[src/rtl/keypad_scan_ctrl_pkg.sv]
// Shared types and constants for the keypad scan controller.
package keypad_pkg;

  typedef enum logic [1:0] {
    S_IDLE,
    S_DEBOUNCE,
    S_HELD,
    S_RELEASE
  } kscan_state_t;

  localparam logic [3:0] KEY_NONE = 4'd13;

endpackage

[src/rtl/keypad_scan_ctrl_if.sv]
// Scanner-side and CPU-side signals of the keypad scan controller.
// The controller is the slave; the scanner/CPU environment is the master.
interface keypad_scan_ctrl_if;

  logic       key_press;
  logic [3:0] key_data;
  logic       scan_en;
  logic [3:0] key_code;
  logic       key_valid;
  logic       key_ack;
  logic       intr;
  logic       overrun;

  modport master (
    output key_press, key_data, key_ack,
    input  scan_en, key_code, key_valid, intr, overrun
  );

  modport slave (
    input  key_press, key_data, key_ack,
    output scan_en, key_code, key_valid, intr, overrun
  );

endinterface

[src/rtl/keypad_scan_ctrl_scan_tick_gen.sv]
// Free-running divider: registered one-cycle tick every SCAN_DIV clocks,
// high in the cycle the counter sits at SCAN_DIV-1.
module scan_tick_gen #(
  parameter int unsigned SCAN_DIV = 50000
) (
  input  logic i_clk,
  input  logic i_rst_n,
  output logic o_tick
);

  localparam int unsigned     CntW    = (SCAN_DIV > 1) ? $clog2(SCAN_DIV) : 1;
  localparam logic [CntW-1:0] CntLast = CntW'(SCAN_DIV - 1);
  localparam logic [CntW-1:0] CntPre  = CntW'(SCAN_DIV - 2);

  logic [CntW-1:0] r_cnt;
  logic            r_tick;

  always_ff @(posedge i_clk) begin
    if (!i_rst_n) begin
      r_cnt  <= '0;
      r_tick <= 1'b0;
    end else begin
      r_cnt  <= (r_cnt == CntLast) ? '0 : r_cnt + 1'b1;
      // Registered one cycle early so the tick lines up with CntLast.
      r_tick <= (r_cnt == CntPre);
    end
  end

  assign o_tick = r_tick;

endmodule

[src/rtl/keypad_scan_ctrl.sv]
// Keypad scan controller: tick generation, press/release debounce and VALID/ACK key latch.
// Define KEYPAD_REPEAT_EN to enable auto-repeat while a key is held.
module keypad_scan_ctrl
  import keypad_pkg::*;
#(
  parameter int unsigned SCAN_DIV    = 50000,
  parameter int unsigned DEBOUNCE    = 8,
  parameter int unsigned REPEAT_DLY  = 500,
  parameter int unsigned REPEAT_RATE = 100
) (
  input  logic                i_clk,
  input  logic                i_rst_n,
  keypad_scan_ctrl_if.slave   io_kp
);

  localparam int unsigned    DbW    = $clog2(DEBOUNCE + 1);
  localparam logic [DbW-1:0] DbLast = DbW'(DEBOUNCE - 1);
  localparam logic [DbW-1:0] DbMax  = DbW'(DEBOUNCE);
  localparam logic [DbW-1:0] DbOne  = DbW'(1);

  kscan_state_t   r_state;
  logic [3:0]     r_cand;
  logic [DbW-1:0] r_cnt;
  logic [3:0]     r_code;
  logic           r_valid;
  logic           r_intr;
  logic           r_overrun;

  logic           w_tick;
  logic           w_match;
  logic           w_db_done;
  logic [DbW-1:0] w_cnt_inc;
  logic           w_accept_db;
  logic           w_accept_rep;
  logic           w_accept;

  scan_tick_gen #(
    .SCAN_DIV (SCAN_DIV)
  ) u_tick (
    .i_clk   (i_clk),
    .i_rst_n (i_rst_n),
    .o_tick  (w_tick)
  );

  assign w_match     = io_kp.key_press && (io_kp.key_data == r_cand);
  assign w_db_done   = (r_cnt >= DbLast);
  assign w_cnt_inc   = (r_cnt == DbMax) ? r_cnt : r_cnt + 1'b1;
  assign w_accept_db = w_tick && (r_state == S_DEBOUNCE) && w_match && w_db_done;
  assign w_accept    = w_accept_db || w_accept_rep;

`ifdef KEYPAD_REPEAT_EN
  localparam int unsigned    RepMax = (REPEAT_DLY > REPEAT_RATE) ? REPEAT_DLY : REPEAT_RATE;
  localparam int unsigned    RepW   = $clog2(RepMax + 1);
  localparam logic [RepW-1:0] RepSat = RepW'(RepMax);

  logic [RepW-1:0] r_rep_cnt;
  logic            r_rep_first;
  logic [RepW-1:0] w_rep_next;
  logic [RepW-1:0] w_rep_limit;

  assign w_rep_next   = (r_rep_cnt == RepSat) ? r_rep_cnt : r_rep_cnt + 1'b1;
  assign w_rep_limit  = r_rep_first ? RepW'(REPEAT_RATE) : RepW'(REPEAT_DLY);
  assign w_accept_rep = w_tick && (r_state == S_HELD) && io_kp.key_press &&
                        (w_rep_next >= w_rep_limit);

  // Counts ticks since the last accept; zero whenever the key is not held.
  always_ff @(posedge i_clk) begin
    if (!i_rst_n || (r_state != S_HELD)) begin
      r_rep_cnt   <= '0;
      r_rep_first <= 1'b0;
    end else if (w_tick) begin
      if (!io_kp.key_press) begin
        r_rep_cnt   <= '0;
        r_rep_first <= 1'b0;
      end else if (w_accept_rep) begin
        r_rep_cnt   <= '0;
        r_rep_first <= 1'b1;
      end else begin
        r_rep_cnt   <= w_rep_next;
      end
    end
  end
`else
  logic w_unused_rep;
  assign w_unused_rep = ^{REPEAT_DLY, REPEAT_RATE};
  assign w_accept_rep = 1'b0;
`endif

  always_ff @(posedge i_clk) begin
    if (!i_rst_n) begin
      r_state   <= S_IDLE;
      r_cand    <= KEY_NONE;
      r_cnt     <= '0;
      r_code    <= KEY_NONE;
      r_valid   <= 1'b0;
      r_intr    <= 1'b0;
      r_overrun <= 1'b0;
    end else begin
      if (w_tick) begin
        unique case (r_state)
          S_IDLE: begin
            if (io_kp.key_press) begin
              r_cand  <= io_kp.key_data;
              r_cnt   <= DbOne;
              r_state <= S_DEBOUNCE;
            end
          end
          S_DEBOUNCE: begin
            if (!w_match) begin
              r_state <= S_IDLE;
            end else begin
              r_cnt <= w_cnt_inc;
              if (w_db_done) r_state <= S_HELD;
            end
          end
          S_HELD: begin
            if (!io_kp.key_press) begin
              r_cnt   <= DbOne;
              r_state <= S_RELEASE;
            end
          end
          S_RELEASE: begin
            if (io_kp.key_press) begin
              r_state <= S_HELD;
            end else if (w_db_done) begin
              r_state <= S_IDLE;
            end else begin
              r_cnt <= w_cnt_inc;
            end
          end
          default: r_state <= S_IDLE;
        endcase
      end

      // An ACK coinciding with an accept hands the slot straight to the new key.
      r_intr <= 1'b0;
      if (w_accept) begin
        if (!r_valid || io_kp.key_ack) begin
          r_code    <= r_cand;
          r_valid   <= 1'b1;
          r_intr    <= 1'b1;
          r_overrun <= 1'b0;
        end else begin
          r_overrun <= 1'b1;
        end
      end else if (io_kp.key_ack && r_valid) begin
        r_valid   <= 1'b0;
        r_overrun <= 1'b0;
      end
    end
  end

  assign io_kp.scan_en   = w_tick;
  assign io_kp.key_code  = r_code;
  assign io_kp.key_valid = r_valid;
  assign io_kp.intr      = r_intr;
  assign io_kp.overrun   = r_overrun;

endmodule
[src/flat_wrapper.sv]
// flat-port wrapper written by rule: the top's interface ports become plain ports
module keypad_scan_ctrl_flat import keypad_pkg::*;
#(
  parameter int unsigned SCAN_DIV    = 50000,
  parameter int unsigned DEBOUNCE    = 8,
  parameter int unsigned REPEAT_DLY  = 500,
  parameter int unsigned REPEAT_RATE = 100
)
  (i_clk, i_rst_n, io_kp_key_press, io_kp_key_data, io_kp_key_ack, io_kp_scan_en, io_kp_key_code, io_kp_key_valid, io_kp_intr, io_kp_overrun);
  keypad_scan_ctrl_if io_kp_i ();
  input  logic i_clk;
  input  logic i_rst_n;
  input wire logic [$bits(io_kp_i.key_press)-1:0] io_kp_key_press;
  input wire logic [$bits(io_kp_i.key_data)-1:0] io_kp_key_data;
  input wire logic [$bits(io_kp_i.key_ack)-1:0] io_kp_key_ack;
  output wire logic [$bits(io_kp_i.scan_en)-1:0] io_kp_scan_en;
  output wire logic [$bits(io_kp_i.key_code)-1:0] io_kp_key_code;
  output wire logic [$bits(io_kp_i.key_valid)-1:0] io_kp_key_valid;
  output wire logic [$bits(io_kp_i.intr)-1:0] io_kp_intr;
  output wire logic [$bits(io_kp_i.overrun)-1:0] io_kp_overrun;
  assign io_kp_i.key_press = io_kp_key_press;
  assign io_kp_i.key_data = io_kp_key_data;
  assign io_kp_i.key_ack = io_kp_key_ack;
  assign io_kp_scan_en = io_kp_i.scan_en;
  assign io_kp_key_code = io_kp_i.key_code;
  assign io_kp_key_valid = io_kp_i.key_valid;
  assign io_kp_intr = io_kp_i.intr;
  assign io_kp_overrun = io_kp_i.overrun;
  keypad_scan_ctrl #(.SCAN_DIV(SCAN_DIV), .DEBOUNCE(DEBOUNCE), .REPEAT_DLY(REPEAT_DLY), .REPEAT_RATE(REPEAT_RATE)) u_core (.i_clk(i_clk), .i_rst_n(i_rst_n), .io_kp(io_kp_i));
endmodule
[config.mk]
export PLATFORM = sky130hd
export DESIGN_NAME = keypad_scan_ctrl_flat
export DESIGN_NICKNAME = d
export VERILOG_FILES = /design/src/rtl/keypad_scan_ctrl_pkg.sv /design/src/rtl/keypad_scan_ctrl_if.sv /design/src/rtl/keypad_scan_ctrl_scan_tick_gen.sv /design/src/rtl/keypad_scan_ctrl.sv /design/src/flat_wrapper.sv
export SDC_FILE = /design/constraint.sdc
export NUM_CORES = 1
export LEC_CHECK = 0
export BUFFER_PORTS_ARGS = -buffer_cell sky130_fd_sc_hd__buf_2
export CAP_MARGIN = 20
export CORE_MARGIN = 2
export CORE_UTILIZATION = 40
export CTS_CLUSTER_SIZE = 30
export DETAILED_ROUTE_END_ITERATION = 10
export PLACE_DENSITY = 0.56
export REMOVE_ABC_BUFFERS = 1
export SLEW_MARGIN = 40
export SYNTH_ARGS = -nofsm -noshare
export SYNTH_HDL_FRONTEND = slang
export SYNTH_SLANG_ARGS = --single-unit
[constraint.sdc]
create_clock -name i_clk -period 5.3 [get_ports i_clk]
set_input_delay 0 -clock i_clk [delete_from_list [all_inputs] [get_ports i_clk]]
set_output_delay 0 -clock i_clk [all_outputs]
set_load 0.1 [all_outputs]
==> qor.yml <==
power_and_ir_drop:
  netSwitchingPower_mw: 0.109
  ir_worst_vdd_mv: 0.198
  intPower_mw: 0.370
  p_leak_nw: 0.685
  switching_share: 0.228
  power.share.sequential: 0.541
  pwr-share-clk: 0.416
  combPwrFrac: 0.043
  p_per_area_nw_per_um2: 256
  total_power_mw: 0.480
timing:
  rsz0062_at_grt: "no"
  timing.final.hold_violations: 0
  period_share: 0.394
  fmax_mhz: 479
  slew_headroom: 0.594
  setup_viol: 0
  period_needed_ps: 2090
  fin_setup_tns_ps: 0
  clock-skew-final_ps: 2.98
  tightest_slew_ps: 604
  drv_slew: 0
critical_path:
  endpoint_kind: "flop"
  startpoint: "u_core.r_cnt[0]$_SDFFE_PN0P_"
  start_kind: "flop"
  rr_startpoint: "u_core.r_cnt[0]$_SDFFE_PN0P_"
  r2r_setup_slack_ps: 3210
  timing.rr.end: "u_core.r_cnt[2]$_SDFFE_PN0P_"
  cp.required_ps: 5480
  endpoint: "u_core.r_cnt[2]$_SDFFE_PN0P_"
  critical_path.max_fanout: 5
  critPathArrivalTime_ps: 2270
  r2r_cells: 6
  worst-setup-path-type: "flop to flop"
hold_path:
  holdCritStartpoint: "io_kp_key_data[1]"
  hold_path.class: "input port to flop"
  hold_path_depth: 3
place:
  dp_cells: 242
  hpwl_um: 2260
  gp_congestion: 0.789
  portBuffers: 15
layout:
  antenna_cells: 0
  drive_above_1_share: 0.132
  multi_input_area_um2: 897
  area_growth_pct: 15.1
  nets: 215
  fin_util: 0.472
  final_cells: 254
  fillers: 387
  regArea_um2: 681
synthesis:
  synth-edff-count: 0
  syn_avg_cell_area_um2: 8.90
  netlist.area_leader.share: 0.418
  ys_ff_latch: 34
  seq_area_frac_synth: 0.418
  yosys-top-cells-area: "dfxtp_1 42%, xnor2_1 5.9%, mux2i_1 4.9%, nor2_1 4.8%, xor2_1 4.3%"
  ys_types: 39
  syn_area_um2: 1630
  yosysTopAreaCell: "dfxtp_1"
  async_reset_ff_frac: 0
  syn_inst: 183
  synth_ff_type: "dfxtp_1"
  yosysWarnings: 0
floorplanning:
  die_h_um: 67.8
  ios: 16
  rows: 23
  initial_core_util: 0.410
  chipWidth_um: 67.8
  dieArea_um2: 4600
  core_um2: 3970
grt:
  grt-ovfl-total: 0
  grt_max_degree: 21
  track_usage: 0.155
  grt_pass1_wl_um: 5300
  antenna_found_initial: 0
  grt_pass1_vias: 1247
route:
  vias: 1310
  drtAntennaViolNets: 0
  drt_iter0_drc: 102
  avgRoutedWirePerCell_um: 12.5
  wl_um: 3160
  drcViolationCount: 0
  via_per_inst: 5.16
  drt_first_pass_iters: 4
clock_network:
  cts_tree: "built"
  path_clk_slew_ps: 70
  cts_root_buf: "clkbuf_8"
  cts_buffers: 5
  insertion_delay_ps: 280
  cts_max_level: 2
  clk_path_buf_depth: 2
  cts_sinks: 34
job:
  drv_cap: 0
run_status:
  status: "finished clean"
## cell families after synthesis
family	count (synthesis)	synth area share
xor+xnor	19	0.102
mux	8	0.0492
flops	34	0.418
compound gates	20	0.0846
buf+inv	12	0.0307
simple gates	86	0.284
fa+ha+maj	4	0.0307
## registers in the layout (all words and copies together) (netlist names), 2 cells and up
signal,flops
u_core.io_kp.key_code,4
u_core.r_cand,4
u_core.u_tick.r_cnt,16
u_core.r_cnt,4
u_core.r_state,2
## timing repair
item	in CTS	in global routing
buffers inserted	0	0
endpoints found under the hold margin	4	0
setup endpoints to repair	0	0
hold buffers	4	0
resized for setup	0	0
## cell usage in the layout (no fill, tap or decap), types with 6 or more instances in the layout
master	instances
xor2_1	8
inv_1	6
nor2_1	21
clkbuf_8	6
buf_2	15
mux2i_1	8
dfxtp_1	34
nand3_1	12
nor3_1	7
nand2_1	18
xnor2_1	11
## worst max-delay path: stages, from the launching register on
cell and delay [ps]:
dfxtp_1 350, ha_1 240, a21o_1 210, and3_4 190, or4_4 530, and2_1 170, o31a_1 280
## power by group through the flow
stage	clock [mW]	combinational (mW)	sequential [mW]
detailed placement	0	0.0184	0.265
finish	0.200	0.0206	0.260
floorplan	0	0.0101	0.265
global route	0.216	0.0231	0.260
global placement	0	0.0180	0.265
CTS	0.204	0.0208	0.260
## final cells by class
class | instances | area share
clock inverter | 2 | 0.00668
tap | 50 | 0.0334
sequential | 34 | 0.363
clock buffer | 6 | 0.0441
timing repair buffer | 19 | 0.0615
multi-input combinational | 137 | 0.479
inverter | 6 | 0.0120
## Yosys cell counts, drive strengths merged (5+ instances only)
cell type / instances
nor4: 6
and3: 5
dfxtp: 34
nand3: 12
mux2i: 8
nor3: 7
inv: 6
xor2: 8
nor2: 21
nand2: 18
xnor2: 11
## layer usage
metal | part of all wire | track usage | routed length, um | vias to the layer above
met1 | 0.46 | 0.170 | 1450 | 618
met4 | 0.014 | 0.0600 | 44 | 0
met5 | 0 | 0 | 0 | -
met3 | 0.029 | 0.0400 | 92 | 5
li1 | - | - | - | 671
met2 | 0.50 | 0.283 | 1580 | 16
## stage by stage
step	setup slack (ps)	hold WS, ps	cell area (um^2)
2_1_floorplan	2770	61.9	1600
3_3_place_gp	3280	200	1740
3_5_place_dp	3220	217	1740
4_1_cts	3210	18.6	1870
5_1_grt	3140	33.9	1870
6_report	3210	21.8	1870
## worst min path at each step
stage | slack, ps | to
floorplan | 60 | u_core.io_kp.key_code[0]$_SDFFE_PN1P_
global placement | 200 | u_core.io_kp.overrun$_SDFFE_PN0P_
detailed placement | 220 | u_core.io_kp.overrun$_SDFFE_PN0P_
CTS | 20 | u_core.r_cand[1]$_SDFFE_PN0P_
global route | 30 | u_core.r_cand[1]$_SDFFE_PN0P_
finish | 20 | u_core.r_cand[1]$_SDFFE_PN0P_
(Power assumes the default switching activity.)
